File: config.mk
export PLATFORM = sky130hd
export DESIGN_NAME = bcd2bin_flat
export DESIGN_NICKNAME = d
export VERILOG_FILES = /design/src/rtl/bcd2bin_if.sv /design/src/rtl/bcd2bin.sv /design/src/flat_wrapper.sv
export SDC_FILE = /design/constraint.sdc
export NUM_CORES = 1
export LEC_CHECK = 0
export CORE_MARGIN = 5
export CORE_UTILIZATION = 53
export CTS_CLUSTER_DIAMETER = 50
export CTS_CLUSTER_SIZE = 24
export DETAILED_ROUTE_END_ITERATION = 7
export PLACE_DENSITY_LB_ADDON = 0.15
export REMOVE_ABC_BUFFERS = 1
export SLEW_MARGIN = 5
export SYNTH_ARGS = -nofsm -noshare
export SYNTH_HDL_FRONTEND = slang
export SYNTH_SLANG_ARGS = --single-unit
File: constraint.sdc
create_clock -name clk -period 3.1 [get_ports clk]
set_clock_uncertainty 0.05 [all_clocks]
set_input_delay 0.62 -clock clk [delete_from_list [all_inputs] [get_ports clk]]
set_output_delay 0.62 -clock clk [all_outputs]
set_load 0.05 [all_outputs]
File: src/rtl/bcd2bin_if.sv
// bcd2bin_if: en/done handshake bundle for the BCD-to-binary converter.
// master drives en/digs; slave returns dout/busy/done/err.
interface bcd2bin_if #(
  parameter int DATA_WIDTH = 8,
  parameter int NUM_DIGS   = 3
);
  logic                    en;
  logic [4*NUM_DIGS-1:0]   digs;
  logic [DATA_WIDTH-1:0]   dout;
  logic                    busy;
  logic                    done;
  logic                    err;

  modport master (
    output en,
    output digs,
    input  dout,
    input  busy,
    input  done,
    input  err
  );

  modport slave (
    input  en,
    input  digs,
    output dout,
    output busy,
    output done,
    output err
  );
endinterface

File: src/rtl/bcd2bin.sv
// bcd2bin: sequential BCD-to-binary converter, one digit per clock, MSD first.
// Ports: clk, rst (async active-low), bus (slave: en,digs -> dout,busy,done,err). Macro BCD2BIN_CHECK_EN enables err.
module bcd2bin #(
  parameter int DATA_WIDTH = 8,
  parameter int NUM_DIGS   = 3
) (
  input  logic       clk,
  input  logic       rst,
  bcd2bin_if.slave   bus
);

  localparam int IW = (NUM_DIGS > 1) ? $clog2(NUM_DIGS) : 1;

  typedef enum logic [1:0] {
    IDLE,
    CONVERT,
    FINISH
  } state_t;

  state_t                  state;
  logic [4*NUM_DIGS-1:0]   digs_q;
  logic [DATA_WIDTH-1:0]   acc;
  logic [DATA_WIDTH-1:0]   acc_nxt;
  logic [DATA_WIDTH-1:0]   dout_q;
  logic [IW-1:0]           idx;
  logic                    busy_q;
  logic                    done_q;
  logic [3:0]              dig_a [NUM_DIGS];
  logic [3:0]              digit;

  for (genvar g = 0; g < NUM_DIGS; g++) begin : g_dig
    assign dig_a[g] = digs_q[4*g +: 4];
  end

  assign digit = dig_a[idx];

`ifdef BCD2BIN_CHECK_EN
  logic [DATA_WIDTH+3:0]   sum;
  logic                    ovf;
  logic                    bad;
  logic                    err_q;

  // Four spare bits: acc*10+15 always fits, so any
  // nonzero top nibble means the value left the range.
  assign sum = {4'b0, acc} * (DATA_WIDTH+4)'(10)
             + (DATA_WIDTH+4)'(digit);
  assign acc_nxt = sum[DATA_WIDTH-1:0];
  assign bus.err = err_q;
`else
  assign acc_nxt = acc * DATA_WIDTH'(10)
                 + DATA_WIDTH'(digit);
  assign bus.err = 1'b0;
`endif

  assign bus.dout = dout_q;
  assign bus.busy = busy_q;
  assign bus.done = done_q;

  always_ff @(posedge clk or negedge rst) begin
    if (!rst) begin
      state  <= IDLE;
      digs_q <= '0;
      acc    <= '0;
      idx    <= '0;
      dout_q <= '0;
      busy_q <= 1'b0;
      done_q <= 1'b0;
`ifdef BCD2BIN_CHECK_EN
      ovf    <= 1'b0;
      bad    <= 1'b0;
      err_q  <= 1'b0;
`endif
    end else begin
      done_q <= 1'b0;
      unique case (state)
        IDLE: begin
          if (bus.en) begin
            digs_q <= bus.digs;
            acc    <= '0;
            idx    <= IW'(NUM_DIGS-1);
            busy_q <= 1'b1;
            state  <= CONVERT;
`ifdef BCD2BIN_CHECK_EN
            ovf    <= 1'b0;
            bad    <= 1'b0;
`endif
          end
        end
        CONVERT: begin
          acc <= acc_nxt;
`ifdef BCD2BIN_CHECK_EN
          if (sum[DATA_WIDTH+3:DATA_WIDTH] != 4'd0)
            ovf <= 1'b1;
          if (digit > 4'd9)
            bad <= 1'b1;
`endif
          if (idx == '0)
            state <= FINISH;
          else
            idx <= idx - IW'(1);
        end
        FINISH: begin
          dout_q <= acc;
`ifdef BCD2BIN_CHECK_EN
          err_q  <= ovf | bad;
`endif
          done_q <= 1'b1;
          busy_q <= 1'b0;
          state  <= IDLE;
        end
        default: begin
          state <= IDLE;
        end
      endcase
    end
  end

endmodule
File: src/flat_wrapper.sv
// flat-port wrapper written by rule: the top's interface ports become plain ports
module bcd2bin_flat 
#(
  parameter int DATA_WIDTH = 8,
  parameter int NUM_DIGS   = 3
)
  (clk, rst, bus_en, bus_digs, bus_dout, bus_busy, bus_done, bus_err);
  bcd2bin_if #(.DATA_WIDTH(DATA_WIDTH), .NUM_DIGS(NUM_DIGS)) bus_i ();
  input  logic clk;
  input  logic rst;
  input wire logic [$bits(bus_i.en)-1:0] bus_en;
  input wire logic [$bits(bus_i.digs)-1:0] bus_digs;
  output wire logic [$bits(bus_i.dout)-1:0] bus_dout;
  output wire logic [$bits(bus_i.busy)-1:0] bus_busy;
  output wire logic [$bits(bus_i.done)-1:0] bus_done;
  output wire logic [$bits(bus_i.err)-1:0] bus_err;
  assign bus_i.en = bus_en;
  assign bus_i.digs = bus_digs;
  assign bus_dout = bus_i.dout;
  assign bus_busy = bus_i.busy;
  assign bus_done = bus_i.done;
  assign bus_err = bus_i.err;
  bcd2bin #(.DATA_WIDTH(DATA_WIDTH), .NUM_DIGS(NUM_DIGS)) u_core (.clk(clk), .rst(rst), .bus(bus_i));
endmodule
After elaboration in Yosys (flattened, before gate mapping)
Index checks and enable logic that the tools add are counted.
- add/sub/neg operators: 2
- multiply operators: 1
- $lt $le $gt $ge: 1
- equality and inequality tests: 5
- multiplexer cells: 14
- bitwise operators: 1
- reduce and logical (&&, ||, !) cells: 9
- operator list (cell ; number):
    case mux 8 bit (2 select lines) ; 1
    adder 8 x 4 -> 8 bit ; 1
    binary-select mux 4 bit (select 2 bit) ; 1
    multiplier 8 x 3 -> 7 bit, second input constant ; 1
    2-to-1 mux 2 bit ; 4
    2-to-1 mux 4 bit ; 2
    2-to-1 mux 8 bit ; 1
    case mux 2 bit (2 select lines) ; 2
    AND reduction 2 bit ; 4
    logical NOT 2 bit ; 2
    inequality test 2 bit, second input constant ; 2
    nonzero test 2 bit ; 2
    >= comparator 3 bit, second input constant ; 1
    inverter 2 -> 3 bit ; 1
    AND reduction 3 bit ; 1
    == test 2 x 1 -> 1 bit, second input constant ; 1
    == test 2 bit, second input constant ; 1
    2-to-1 mux 1 bit ; 2
    inequality test 2 x 1 -> 1 bit, second input constant ; 1
    case mux 1 bit (2 select lines) ; 1
    subtractor 2 x 1 -> 2 bit, second input constant ; 1
- register bits: 34
- word-level logic and storage cells: 40

Logic depth before layout (Yosys ltp)
Gate-level depths: netlist of the first run.
- depth after elaboration: 6
- depth in mapped cells: 11

Least setup slack after synthesis of the first run
OpenSTA, ideal clock, no wires.
- kind: register -> register
- from: reg u_core.acc[1]
- to: reg u_core.acc[7]
- setup time: 125 ps
- data arrival time: 1996 ps
- data required time: 2925 ps
- slack: 928 ps
- cell stages (with the launch flop): 10
- buffers on the path: 0
- path through: dfrtp_1 -> ha_1 -> ha_1 -> inv_1 -> fa_1 -> xnor2_1 -> nand4b_1 -> xnor2_1 -> xnor2_1 -> o21ai_1
- longest elaborated chain between the ends: 3
- ends and longest elaborated chain (what ; RTL line ; source):
    from (decl) ; bcd2bin.sv:22 ; logic [DATA_WIDTH-1:0] acc;
    from (signal assigned) ; bcd2bin.sv:90 ; acc <= acc_nxt;
    multiplier 8 x 3 -> 7 bit ; bcd2bin.sv:50 ; assign acc_nxt = acc * DATA_WIDTH'(10)
    adder 8 x 4 -> 8 bit ; bcd2bin.sv:51 ; + DATA_WIDTH'(digit);
    case mux 8 bit (2 select lines) ; bcd2bin.sv:75 ; unique case (state)
Every way passes these cells.
A chain may end at the register's enable or synchronous reset.

Final worst setup path of the first run
Same ends and word-level chain as after synthesis.

==> flow_summary.toml, run 1 <==
[power_and_ir_drop]
p_leak_nw = 0.9508
vdd_drop_max_mv = 0.5216
total_power_mw = 2.449
powerDensity_nw_per_um2 = 1199
seqPwrFrac = 0.338
p_clk_frac = 0.127
p_comb_frac = 0.535
p_sw_mw = 1.011
netSwitchingFraction = 0.4126
internal-power_mw = 1.438

[yosys]
yosysTopAreaCell = "dfrtp_1"
ys_seq_elements = 34
synth_top_area_frac = 0.5045
synth-warning-count = 0
syn_area_per_cell_sq_um = 11.88
yosysUniqueCellTypes = 23
synth_edf_count = 0
synthCells = 142
yosysSeqAreaShare = 0.5045
synth-async-reset-ratio = 1.000
synth-main-ff-cell = "dfrtp_1"
synthTopCellsByArea = "dfrtp_1, mux2_2, ha_1"
syn_area_sq_um = 1687

[clock_tree]
cts_buffers = 5
cts_buffer_depth = 2
cts_setup_buffers = 0
clk_latency_ns = 0.33
htreeDepth = 2
post_cts_resized = 0
cts_hold_buf = 0
clk_pin_slew_worst_paths_ns = 0.10
cts_sinks = 34
cts_tree = "done"
cts-root-buf = "clkbuf_4"

[timing]
slew_viol_final = 0
min_period_over_period = 0.7584
worst_pin_slew_ns = 0.7885
final.min_clock_period_ns = 2.351
max_clock_freq_mhz = 425.3
rsz0062_at_grt = "false"
relSlewSlack = 0.4732
hold_viol_final = 0
setup_violations = 0
fin_tns_setup_ns = 0

[grt]
antenna_found_initial = 0
grt_pass1_wl_mm = 5.168
gr-total-overflow = 0
grt_pass1_vias = 1168
grt_use_total = 0.1577
grt_max_degree = 35

[place]
dp_cells = 205
dpl_cell_area_sq_um = 1964
gp_congestion = 0.7895
place.detailed.hpwl_mm = 2.247
io_buffer_count = 24

[drt]
drcViolationCount = 0
viasPerCell = 5.197
ant_nets = 0
post_drt_wl_per_cell_um = 13.66
vias = 1107
firstDrtPassIters = 4
wl_mm = 2.910
drtIter0Drc = 34

[floorplan]
rows = 20
die_h_um = 66.41
dieArea_sq_um = 4410
num_io_pins = 26
fp.dieW_um = 66.41
core_area_sq_um = 3053
start_util = 0.5525

[final_layout]
layoutNonFillerInstCount = 213
drive_gt1_frac = 0.1893
insertedDiodeCount = 0
regArea_sq_um = 850.8
final_core_util = 0.6689
fillers = 267
nNetsFinal = 196
fin_area_sq_um = 2042
multi_input_comb_area_sq_um = 765.7
synthToLayoutAreaGrowth_pct = 21.07

[flow_run]
drv_cap = 0

[worst_setup_path]
end_kind = "register"
crit_path_max_fanout = 5
rr_worst_depth = 9
worst_ep_required_time_ns = 3.25
arrival_ns = 2.50
worstSetupPathType = "reg2reg"
startpoint_type = "register"

[min_path]
hold_depth = 2
holdCritPathClass = "reg2reg"

[status]
status = "finished, final reports clean"
[critical path: stages, from the launching register on]
cell and delay [ns]:
dfrtp_1 0.45, ha_1 0.31, ha_1 0.16, inv_1 0.05
fa_1 0.37, xnor2_1 0.26, nand4b_1 0.16, xnor2_1 0.21
xnor2_1 0.13, o21ai_1 0.07
[kinds of logic after synthesis]
logic type	after synthesis	share of synthesized area
buf+inv	17	0.04452
other cells	1	0.002223
flops	34	0.5045
simple gates	23	0.06158
fa+ha+maj	13	0.1053
compound gates	20	0.07121
xor+xnor	9	0.04674
mux	25	0.1639
[final cells by class]
class | count | share of cell area
inverters | 10 | 0.01838
well taps | 44 | 0.02696
flip-flops and latches | 34 | 0.4167
clock buffers | 5 | 0.01838
multi-input cells | 91 | 0.3750
repair buffers | 26 | 0.1250
clock inverters | 3 | 0.01961
[path summary, 6_finish.rpt]
| path | from | endpoint | slack [ns] |
|---|---|---|---|
| max | u_core.acc[1] | u_core.acc[7] | 0.75 |
| min | u_core.bus.busy | u_core.bus.busy | 0.46 |
| max reg2reg | u_core.acc[1] | u_core.acc[7] | 0.75 |
| min reg2reg | u_core.bus.busy | u_core.bus.busy | 0.46 |
| max in group asynchronous | rst | u_core.acc[3] | 2.05 |
| min in group asynchronous | rst | u_core.bus.dout[3] | 0.65 |
[synth_stat cells (2+ instances only)]
master / n
mux2i_1: 4
a21o_1: 3
mux2_2: 21
o22ai_1: 8
dfrtp_1: 34
o21ai_0: 3
inv_1: 10
nor3b_1: 2
buf_2: 6
a21oi_1: 4
xnor2_1: 7
xor2_1: 2
nor2_1: 7
nand2_1: 11
fa_1: 2
ha_1: 11
[power groups by stage]
stage	registers (mW)	clock network [mW]	logic (mW)
after floorplan	0.981	0	0.821
after global placement	0.826	0	1.27
after detailed placement	0.841	0	1.31
after CTS	0.830	0.323	1.32
after global routing	0.857	0.348	1.44
final	0.827	0.312	1.31
[flip-flops by register name, summed over array words and instances, names as in the netlist]
register and cells:
u_core.digs_q 12, u_core.acc 8, u_core.bus.dout 8, u_core.idx 2, u_core.state 2, u_core.bus.busy 1
u_core.bus.done 1
[placed cells by master, fill, tap and decap left out, types with 2 or more instances in the layout]
cell type,count
nand2_1,11
clkdlybuf4s50_1,24
dfrtp_1,34
mux2_2,21
xnor2_1,7
mux2i_1,4
clkinv_2,2
o21ai_0,3
ha_1,11
o22ai_1,8
xor2_1,2
buf_4,2
a21o_1,3
clkbuf_4,5
a21oi_1,4
nor2_1,7
fa_1,2
inv_1,10
[metrics by stage]
stage               hold slack [ns]  worst slack, ns
detailed placement           0.4434           0.7637
floorplan                    0.2744           0.4290
global route                 0.4861           0.6189
global placement             0.4315           0.8520
CTS                          0.4684           0.7388
finish                       0.4578           0.7489
[metal layers]
metal  global-route usage  vias to the layer above  wire [um]
li1                     -                      537          -
met1               0.1790                      535       1213
met2               0.2701                       30       1488
met3              0.06463                        5        174
met4              0.04569                        0         34
met5                    0                        -          0
No activity file was read; power rests on OpenSTA's default activity.
==> run 2: changes to the inputs <==
Settings changed: CORE_UTILIZATION 53 to 48.
Clock period 3.1 ns to 2 ns, I/O delays scaled along.
==> run 2 against run 1 <==
  * The run now ends with setup timing left
  * Core utilization grew 2.0 points
  * Global-route usage decreased by 1.3 points
  * Combinational power rose by 110%
  * Via count increased by 4.2%
  * Die area is 8.8% higher
  * Register-to-register slack worse by 0.95 ns
  * Sequential cell count did not move
==> flow_summary.toml, run 2 (synthesis results as in run 1) <==
[power_and_ir_drop]
p_comb_frac = 0.592
vdd_drop_max_mv = 0.8578
powerDensity_nw_per_um2 = 2007
internal-power_mw = 2.863
p_leak_nw = 1.174
seqPwrFrac = 0.267
netSwitchingFraction = 0.3842
p_sw_mw = 1.786
total_power_mw = 4.649
p_clk_frac = 0.141

[final_layout]
final_core_util = 0.6886
layout_commonest_cell = "dfrtp_1"
synthToLayoutAreaGrowth_pct = 37.31
layout_common_cells = "dfrtp_1, mux2_2, buf_4"
insertedDiodeCount = 0
largest_reg_flops = 12
drive_gt1_frac = 0.3495
regMostFlops = "u_core.digs_q"
nNetsFinal = 213

[worst_setup_path]
startpoint_type = "register"
cp_top_family = "adder cells"
cp.buffers_inverters = 1
worstPathCellList = "ha_1, ha_2, inv_2, fa_2, nand4b_1, xnor2_1, xnor2_1, o21ai_1"
cpMostUsedCell = "xnor2_1"
regToRegStartpoint = "u_core.acc[3]"
startpoint = "u_core.acc[3]"
worstSetupPathType = "reg2reg"
slowest_stage = "fa_2"
worst_ep_required_time_ns = 2.18
arrival_ns = 2.38
slowest_delay_ns = 0.44
crit_path_max_fanout = 2
end_kind = "register"

[grt]
grt_pass1_vias = 1224
gr-total-overflow = 0
antenna_found_initial = 0
grt_pass1_wl_mm = 5.561
grt_max_degree = 35
grt_use_total = 0.1444

[floorplan]
die_h_um = 69.28
rows = 21
core_area_sq_um = 3363
start_util = 0.5015
dieArea_sq_um = 4799
num_io_pins = 26
fp.dieW_um = 69.28

[drt]
viasPerCell = 4.974
ant_nets = 0
vias = 1154
drcViolationCount = 0
drtIter0Drc = 40
wl_mm = 3.296
post_drt_wl_per_cell_um = 14.21
firstDrtPassIters = 4

[timing]
worst_pin_slew_ns = 0.5119
hold_viol_final = 0
setup_ws_ns = -0.2029
slew_viol_final = 0
max_clock_freq_mhz = 454.0
setup_violations = 2
min_period_over_period = 1.101
final.min_clock_period_ns = 2.203
relSlewSlack = 0.6582
rsz0062_at_grt = "true"

[clock_tree]
htreeDepth = 2
cts_buffer_depth = 2
cts-root-buf = "clkbuf_4"
cts_sinks = 34
clk_latency_ns = 0.33
clk_pin_slew_worst_paths_ns = 0.10
cts_buffers = 5
cts_tree = "done"

[min_path]
holdCritPathClass = "in2async"

[status]
status = "finished, violations left"
violations = "setup timing"

[place]
place.detailed.hpwl_mm = 2.338
gp_congestion = 0.8111
io_buffer_count = 24

[flow_run]
drv_cap = 0
==> run 2: cell count changes in the layout (fill, tap and decap cells not counted), moves of 3 or more <==
| cell | change |
|---|---|
| buf_4 | +14 |
| dlymetal6s2s_1 | +8 |
| clkdlybuf4s50_1 | -9 |
| xnor2_1 | -3 |
| ha_1 | -3 |
| xnor2_2 | +3 |
==> run 2: final cells by class <==
class	instances	area, sq um
tap	46	57.56
clock inverter	2	60.06
fill	283	1047
multi-input combinational	91	834.6
timing repair buffer	43	421.7
clock buffer	6	51.30
inverter	10	37.54
sequential	34	853.3
==> run 2: through the flow <==
stage / cell area, sq um / setup TNS, ns / std cells / setup slack [ns] / hold slack (ns)
after floorplan: 1649 / -6.833 / 135 / -0.4661 / 0.05441
after CTS: 2262 / -0.2940 / 231 / -0.1525 / 0.4012
after detailed placement: 2092 / -0.3686 / 222 / -0.2076 / 0.4405
after global placement: 2092 / -0.2247 / 222 / -0.1523 / 0.4306
final: 2316 / -0.3039 / 232 / -0.2029 / 0.4085
after global routing: 2316 / -0.5439 / 232 / -0.3055 / 0.4297
==> run 2: final timing paths <==
path	slack [ns]	end	cells past startpoint
worst max-delay path	-0.20	u_core.acc[7]	8
worst min-delay path	0.41	u_core.bus.dout[6]	2
worst max register to register	-0.20	u_core.acc[7]	8
worst min register to register	0.46	u_core.bus.busy	2
max in group asynchronous	1.16	u_core.idx[1]	2
min in group clk	0.46	u_core.bus.busy	2
==> run 2: repair_timing <==
action / CTS / global route
pin swaps: 10 / 8
setup endpoints to repair: 5 / 12
hold buffers: 0 / 0
buffers inserted: 2 / 1
resized for setup: 15 / 14
==> run 2: layer usage <==
| layer | GRT usage | part of all wire | up-vias |
|---|---|---|---|
| met5 | 0 | 0 | - |
| met4 | 0.03905 | 0.0012 | 0 |
| met3 | 0.05362 | 0.046 | 2 |
| met2 | 0.2553 | 0.54 | 27 |
| met1 | 0.1625 | 0.41 | 555 |
| li1 | - | - | 570 |
==> run 2: power by group through the flow <==
stage               registers, mW  clock network [mW]  logic (mW)
detailed placement           1.24                   0        2.41
finish                       1.24               0.656        2.75
global placement             1.22                   0        2.36
global route                 1.29               0.704        3.01
CTS                          1.23               0.680        2.62
floorplan                    1.52                   0        1.27
